==> config.mk <==
export PLATFORM = sky130hd
export DESIGN_NAME = sig_playback_flat
export DESIGN_NICKNAME = d
export VERILOG_FILES = /design/src/rtl/sig_playback_pkg.sv /design/src/rtl/sig_playback_if.sv /design/src/rtl/sig_playback_oneshot.sv /design/src/rtl/sig_playback.sv /design/src/flat_wrapper.sv
export SDC_FILE = /design/constraint.sdc
export NUM_CORES = 1
export LEC_CHECK = 0
export ABC_AREA = 1
export CAP_MARGIN = 20
export CORE_AREA = 2 2 91 93
export DETAILED_ROUTE_END_ITERATION = 16
export DIE_AREA = 0 0 93 95
export PLACE_DENSITY = 0.75
export SLEW_MARGIN = 15
export SYNTH_ARGS = -nofsm -noshare
export SYNTH_HDL_FRONTEND = slang
export SYNTH_SLANG_ARGS = --single-unit
==> constraint.sdc <==
create_clock -name clk -period 1.49 [get_ports clk]
set_input_delay 0.3725 -clock clk [delete_from_list [all_inputs] [get_ports clk]]
set_output_delay 0.3725 -clock clk [all_outputs]
set_load 0.02 [all_outputs]
==> src/rtl/sig_playback_pkg.sv <==
// Shared types and sizes for the signal playback engine.
// The word format and FSM encoding live here so sigStorage-side code can share them.
package sig_playback_pkg;

    localparam int unsigned MEM_W         = 32;
    localparam int unsigned PLAY_COUNT_W  = 30;
    localparam int unsigned PLAY_WCNT_W   = 16;
    localparam int unsigned FETCH_LATENCY = 3;
    localparam int unsigned FETCH_W       = $clog2(FETCH_LATENCY + 1);
    localparam logic        IDLE_LEVEL    = 1'b1;

    typedef logic [MEM_W-1:0] mem_t;

    typedef struct packed {
        logic                    level;
        logic                    last;
        logic [PLAY_COUNT_W-1:0] count;
    } playword_t;

    typedef enum logic [2:0] {
        s_idle,
        s_prime,
        s_hold,
        s_stall,
        s_done
    } playback_state_t;

    function automatic playword_t to_playword(input mem_t m);
        return playword_t'(m);
    endfunction

endpackage

==> src/rtl/sig_playback_if.sv <==
// Control/data bundle between sigStorage, the channel unit and sig_playback.
// SIG_PLAYBACK_LOOP_EN adds the loopEn/rewind pair.
interface sig_playback_if;
    import sig_playback_pkg::*;

    logic                   start;
    logic                   abort;
    mem_t                   playbackIn;
    logic                   incrementAddr;
    logic                   txOut;
    logic                   busy;
    logic                   done;
    logic                   underrun;
    logic [PLAY_WCNT_W-1:0] wordCountDBG;
`ifdef SIG_PLAYBACK_LOOP_EN
    logic                   loopEn;
    logic                   rewind;
`endif

    modport master (
`ifdef SIG_PLAYBACK_LOOP_EN
        output loopEn,
        input  rewind,
`endif
        output start, abort, playbackIn,
        input  incrementAddr, txOut, busy, done, underrun, wordCountDBG
    );

    modport slave (
`ifdef SIG_PLAYBACK_LOOP_EN
        input  loopEn,
        output rewind,
`endif
        input  start, abort, playbackIn,
        output incrementAddr, txOut, busy, done, underrun, wordCountDBG
    );

endinterface

==> src/rtl/sig_playback_oneshot.sv <==
// Registered rising-edge detector: one-clock pulse per 0->1 transition of in_i.
module sig_playback_oneshot (
    input  logic clk,
    input  logic resetN,
    input  logic in_i,
    output logic pulse_o
);

    logic prev_q;
    logic pulse_q;

    always_ff @(posedge clk or negedge resetN) begin
        if (!resetN) begin
            prev_q  <= 1'b0;
            pulse_q <= 1'b0;
        end else begin
            prev_q  <= in_i;
            pulse_q <= in_i & ~prev_q;
        end
    end

    assign pulse_o = pulse_q;

endmodule

==> src/rtl/sig_playback.sv <==
// Replays timed bus levels from sigStorage words onto the channel TX pin,
// prefetching the next word while the current level is held. Loop mode: SIG_PLAYBACK_LOOP_EN.
module sig_playback
    import sig_playback_pkg::*;
(
    input  logic          clk,
    input  logic          resetN,
    sig_playback_if.slave bus
);

    playback_state_t         state_q, state_d;
    logic [PLAY_COUNT_W-1:0] hold_q, hold_d;
    logic [FETCH_W-1:0]      fetch_q, fetch_d, fetch_dec;
    logic                    last_q, last_d;
    logic                    tx_q, tx_d;
    logic                    inc_q, inc_d;
    logic                    busy_q, busy_d;
    logic                    done_q, done_d;
    logic                    underrun_q, underrun_d;
    logic [PLAY_WCNT_W-1:0]  wcnt_q, wcnt_d;
    logic                    start_pulse;
    logic                    take_word;
    playword_t               word;
`ifdef SIG_PLAYBACK_LOOP_EN
    logic                    rewind_q, rewind_d;
`endif

    sig_playback_oneshot u_start_edge (
        .clk     (clk),
        .resetN  (resetN),
        .in_i    (bus.start),
        .pulse_o (start_pulse)
    );

    assign word      = to_playword(bus.playbackIn);
    assign fetch_dec = (fetch_q == '0) ? '0 : fetch_q - FETCH_W'(1);

    // fetch_dec==0 means the prefetched word is valid at this clock edge
    always_comb begin
        state_d    = state_q;
        hold_d     = hold_q;
        fetch_d    = fetch_dec;
        last_d     = last_q;
        tx_d       = tx_q;
        inc_d      = 1'b0;
        done_d     = 1'b0;
        underrun_d = underrun_q;
        wcnt_d     = wcnt_q;
        take_word  = 1'b0;
`ifdef SIG_PLAYBACK_LOOP_EN
        rewind_d   = 1'b0;
`endif

        unique case (state_q)
            s_idle: begin
                tx_d = IDLE_LEVEL;
                if (start_pulse) begin
                    underrun_d = 1'b0;
                    wcnt_d     = '0;
                    fetch_d    = FETCH_W'(FETCH_LATENCY);
                    state_d    = s_prime;
                end
            end
            s_prime: begin
                if (fetch_dec == '0) take_word = 1'b1;
            end
            s_hold: begin
                hold_d = (hold_q == '0) ? '0 : hold_q - PLAY_COUNT_W'(1);
                if (hold_q == '0) begin
                    if (last_q) begin
`ifdef SIG_PLAYBACK_LOOP_EN
                        if (bus.loopEn) begin
                            rewind_d = 1'b1;
                            fetch_d  = FETCH_W'(FETCH_LATENCY);
                            state_d  = s_prime;
                        end else
`endif
                        begin
                            done_d  = 1'b1;
                            tx_d    = IDLE_LEVEL;
                            state_d = s_done;
                        end
                    end else if (fetch_dec == '0) begin
                        take_word = 1'b1;
                    end else begin
                        underrun_d = 1'b1;
                        state_d    = s_stall;
                    end
                end
            end
            s_stall: begin
                if (fetch_dec == '0) take_word = 1'b1;
            end
            s_done: begin
                tx_d    = IDLE_LEVEL;
                state_d = s_idle;
            end
            default: state_d = s_idle;
        endcase

        // Latch cycle shared by every entry into s_hold
        if (take_word) begin
            tx_d    = word.level;
            hold_d  = word.count;
            last_d  = word.last;
            wcnt_d  = (wcnt_q == '1) ? wcnt_q : wcnt_q + PLAY_WCNT_W'(1);
            state_d = s_hold;
            if (!word.last) begin
                inc_d   = 1'b1;
                fetch_d = FETCH_W'(FETCH_LATENCY);
            end
        end

        if (bus.abort) begin
            state_d = s_idle;
            tx_d    = IDLE_LEVEL;
            inc_d   = 1'b0;
            done_d  = 1'b0;
`ifdef SIG_PLAYBACK_LOOP_EN
            rewind_d = 1'b0;
`endif
        end

        busy_d = (state_d != s_idle);
    end

    always_ff @(posedge clk or negedge resetN) begin
        if (!resetN) begin
            state_q    <= s_idle;
            hold_q     <= '0;
            fetch_q    <= '0;
            last_q     <= 1'b0;
            tx_q       <= IDLE_LEVEL;
            inc_q      <= 1'b0;
            busy_q     <= 1'b0;
            done_q     <= 1'b0;
            underrun_q <= 1'b0;
            wcnt_q     <= '0;
`ifdef SIG_PLAYBACK_LOOP_EN
            rewind_q   <= 1'b0;
`endif
        end else begin
            state_q    <= state_d;
            hold_q     <= hold_d;
            fetch_q    <= fetch_d;
            last_q     <= last_d;
            tx_q       <= tx_d;
            inc_q      <= inc_d;
            busy_q     <= busy_d;
            done_q     <= done_d;
            underrun_q <= underrun_d;
            wcnt_q     <= wcnt_d;
`ifdef SIG_PLAYBACK_LOOP_EN
            rewind_q   <= rewind_d;
`endif
        end
    end

    assign bus.incrementAddr = inc_q;
    assign bus.txOut         = tx_q;
    assign bus.busy          = busy_q;
    assign bus.done          = done_q;
    assign bus.underrun      = underrun_q;
    assign bus.wordCountDBG  = wcnt_q;
`ifdef SIG_PLAYBACK_LOOP_EN
    assign bus.rewind        = rewind_q;
`endif

endmodule

==> src/flat_wrapper.sv <==
// flat-port wrapper written by rule: the top's interface ports become plain ports
module sig_playback_flat import sig_playback_pkg::*;
  (clk, resetN, bus_start, bus_abort, bus_playbackIn, bus_incrementAddr, bus_txOut, bus_busy, bus_done, bus_underrun, bus_wordCountDBG);
  sig_playback_if bus_i ();
  input  logic clk;
  input  logic resetN;
  input wire logic [$bits(bus_i.start)-1:0] bus_start;
  input wire logic [$bits(bus_i.abort)-1:0] bus_abort;
  input wire logic [$bits(bus_i.playbackIn)-1:0] bus_playbackIn;
  output wire logic [$bits(bus_i.incrementAddr)-1:0] bus_incrementAddr;
  output wire logic [$bits(bus_i.txOut)-1:0] bus_txOut;
  output wire logic [$bits(bus_i.busy)-1:0] bus_busy;
  output wire logic [$bits(bus_i.done)-1:0] bus_done;
  output wire logic [$bits(bus_i.underrun)-1:0] bus_underrun;
  output wire logic [$bits(bus_i.wordCountDBG)-1:0] bus_wordCountDBG;
  assign bus_i.start = bus_start;
  assign bus_i.abort = bus_abort;
  assign bus_i.playbackIn = bus_playbackIn;
  assign bus_incrementAddr = bus_i.incrementAddr;
  assign bus_txOut = bus_i.txOut;
  assign bus_busy = bus_i.busy;
  assign bus_done = bus_i.done;
  assign bus_underrun = bus_i.underrun;
  assign bus_wordCountDBG = bus_i.wordCountDBG;
  sig_playback u_core (.clk(clk), .resetN(resetN), .bus(bus_i));
endmodule
==> key figures <==
Power and ir drop
  • Clock Power Share: 0.184
  • Gate power share: 0.514
  • Internal power: 0.00494 W
  • Power per cell area: 1410 nW/um2
  • Peak supply drop: 630 uV
  • Net Sw Frac: 0.408
  • P_leak: 2.88 nW
  • Switch Pwr: 0.00341 W
  • Sequential share of power: 0.302

Placed design
  • I/O Buffers: 56
  • Cell Area, Placed: 5230 um2
  • Detailed placement HPWL: 7720 um
  • Placer Congestion: 0.908
  • Placed cells: between 700 and 800

Timing
  • Setup TNS: -13870 ps
  • Hold Vio Cnt, Final: 0
  • Fin. max-slew vios: 0
  • Slew HR: 0.751
  • Slew @ Worst Pin: ~370 ps
  • Fin crit share: 1.20
  • Minimum clock period: 1790 ps
  • # setup viols final: 56
  • RSZ-0062 raised after global routing: true
  • Worst hold slack: 4.92 ps
  • Fmax: 0.558 GHz
  • Clock skew: 13.5 ps
  • Final setup margin: -301 ps

Floorplan
  • Ports: 57
  • Core area: 7930 um2
  • Starting Density: 0.478
  • Die H: 95 um
  • Horiz. Die Dim: 93 um
  • Die area: 8840 um2
  • Placement row count: 33

Synth
  • Synth Cell Area: ~3800 um2
  • Synth unique cells: 36
  • Syn Area/Cell: between 7 and 8 um2
  • Sequential-to-total area share from yosys stat: 0.390
  • Yosys reg bits: 59
  • Gate Count Post-Synth: 530
  • Synth Warn #: 0
  • Post-Syn Nets: 569

Clocking
  • Cts bufs inserted: 9
  • # H-tree levels: 3
  • Max clock buf depth: 2
  • Cts hold-fix bufs: 0
  • Worst skew pair latency: 360 ps
  • Sink Count: 59
  • Clock root buffer: clkbuf_8
  • Clock transition at the registers of the reported paths: 90 ps
  • CTS tree: built

Route
  • Vias/cell: around 5.4
  • # DRC: 0
  • Routed wire length: 12700 um
  • Avg WL per Cell: about 16 um
  • Iter 0 DRT Violations: 197
  • First-pass DRT Iterations: 5
  • DRT antenna net count: 0
  • Vias post-DR: 4435

Critical path
  • CP Data Arrival Time: 2090 ps
  • Worst EP required: roughly 1800 ps
  • Crit-path max FO: 11
  • WS Path Type: reg -> reg
  • Worst r2r dst: u_core.bus.txOut
  • Critical path endpoint category: flop
  • Reg2reg setup slack: -300 ps
  • Critical path endpoint: u_core.bus.txOut
  • Worst Setup SP: u_core.hold_q[15]
  • Worst Setup Start Kind: flop
  • FF-to-FF path depth: 11
  • Worst r2r src: u_core.hold_q[15]

Finish
  • Leading cell type in the layout, fill and taps excluded: nand2_1
  • NumNets Final: ~750
  • FILL cells: 557
  • Non-filler cells, final: 819
  • Util after Layout: 0.746
  • # diodes: 0
  • Area grow syn2layout: 56.1%
  • Fin area: roughly 6000 um2
  • Layout cell share with drive strength beyond 1: 0.368
  • Most frequent cells in the layout: nand2_1 (135), buf_4 (108), dfrtp_1 (53)

Global route
  • GRT Residual Overflow: 0
  • Initial antenna violation count: 0
  • Vias in the first global route: 4313
  • Largest net degree at the start of global routing: 60
  • Overall Global Routing Usage: 0.288
  • First-pass GRT wire length: 20000 um

Run
  • Max Cap Viol: 0

Outcome
  • Failing checks: negative setup slack
  • Outcome: complete, but fails checks

Hold path
  • Hold WC Path Type: in -> async
==> stage by stage <==
| stage | power (W) | setup slack [ps] |
|---|---|---|
| after floorplan | 0.00424 | -143 |
| after global placement | 0.00600 | -210 |
| after detailed placement | 0.00611 | -277 |
| after CTS | 0.00796 | -216 |
| after global routing | 0.00884 | -367 |
| final | 0.00835 | -301 |
==> routing by layer <==
layer | wire length [um] | track usage | vias up
met1 | 4950 | 0.340 | 2100
met3 | 856 | 0.0423 | 44
met4 | 490 | 0.131 | 0
li1 | - | - | 2091
met2 | 6430 | 0.518 | 200
met5 | 0 | 0 | -
==> flip-flops by register name (all words and copies together) (netlist names) <==
register and flops:
u_core.fetch_q 2, u_core.u_start_edge.prev_q 1, u_core.u_start_edge.pulse_o 1, u_core.bus.busy 1, u_core.bus.incrementAddr 1, u_core.bus.underrun 1
u_core.last_q 1, u_core.bus.txOut 1, u_core.state_q 3, u_core.hold_q 30, u_core.bus.wordCountDBG 16, u_core.bus.done 1
==> critical path, cell delays in order, from the launching register on <==
cell and delay (ps):
dfrtp_1 430, nor2_2 180, nand2_2 110, nor2_4 150, nand2_2 70, nor2_4 110
nand3_4 130, nand2_8 160, buf_12 160, nand2_2 60, nor2_1 110, nor2_1 60
==> how the worst min path moves through the flow <==
stage                          startpoint                     endpoint  slack, ps  cells after the start
2_1_floorplan                      resetN              u_core.bus.busy         80                      0
3_3_place_gp   u_core.u_start_edge.prev_q  u_core.u_start_edge.pulse_o        380                      1
3_5_place_dp   u_core.u_start_edge.prev_q  u_core.u_start_edge.pulse_o        390                      1
4_1_cts                            resetN            u_core.hold_q[28]         30                      2
5_1_grt                            resetN            u_core.hold_q[28]         40                      2
6_report                           resetN            u_core.hold_q[27]          5                      2
==> power groups by stage <==
| stage | Clock, W | Sequential (W) | Combinational, W |
|---|---|---|---|
| after global placement | 0 | 0.00244 | 0.00356 |
| after CTS | 0.00153 | 0.00247 | 0.00397 |
| after floorplan | 0 | 0.00253 | 0.00172 |
| final | 0.00153 | 0.00253 | 0.00429 |
| after detailed placement | 0 | 0.00245 | 0.00365 |
| after global routing | 0.00161 | 0.00256 | 0.00466 |
==> cell usage after synthesis (all sizes together) <==
master,instances,area [um2]
a21boi,1,7.51
a21oi,8,40.0
a31o,2,17.5
a31oi,3,18.8
buf,11,72.6
clkbuf,1,3.75
dfrtp,58,1450
dfstp,1,26.3
ha,3,37.5
inv,52,195
nand2,166,646
nand3,68,400
nand3b,1,7.51
nand4,11,83.8
nor2,83,357
nor3,6,35.0
nor3b,1,12.5
o211ai,17,128
o21a,1,7.51
o21ai,16,80.1
or2,6,37.5
xnor2,1,8.76
xor2,13,114
==> layout make-up <==
| class | instances | area (um2) | share of cell area |
|---|---|---|---|
| tap | 105 | 131 | 0.0222 |
| multi-input combinational | 409 | 2350 | 0.397 |
| sequential | 59 | 1480 | 0.251 |
| clock inverter | 7 | 76.3 | 0.0129 |
| timing repair buffer | 178 | 1550 | 0.263 |
| inverter | 52 | 195 | 0.0330 |
| clock buffer | 9 | 124 | 0.0210 |
==> logic make-up (layout without fill, tap and decap cells) <==
kind of cell               after synthesis  after routing  synth area share
DFF                                     59             59             0.390
xor gates and xnor gates                14             14            0.0324
adders and majority gates                3              3           0.00991
AOI/OAI and AO/OA                       48             48            0.0790
buffers and inverters                   64            246            0.0717
and+or+nand+nor                        342            344             0.417
==> timing repair <==
item / 4_1_cts / 5_1_grt
endpoints found under the setup margin: 78 / 66
pin swaps: 24 / 18
gates cloned: 6 / 0
buffers inserted: 14 / 5
resized for setup: 93 / 53
Power figures use the tool's default switching activity.
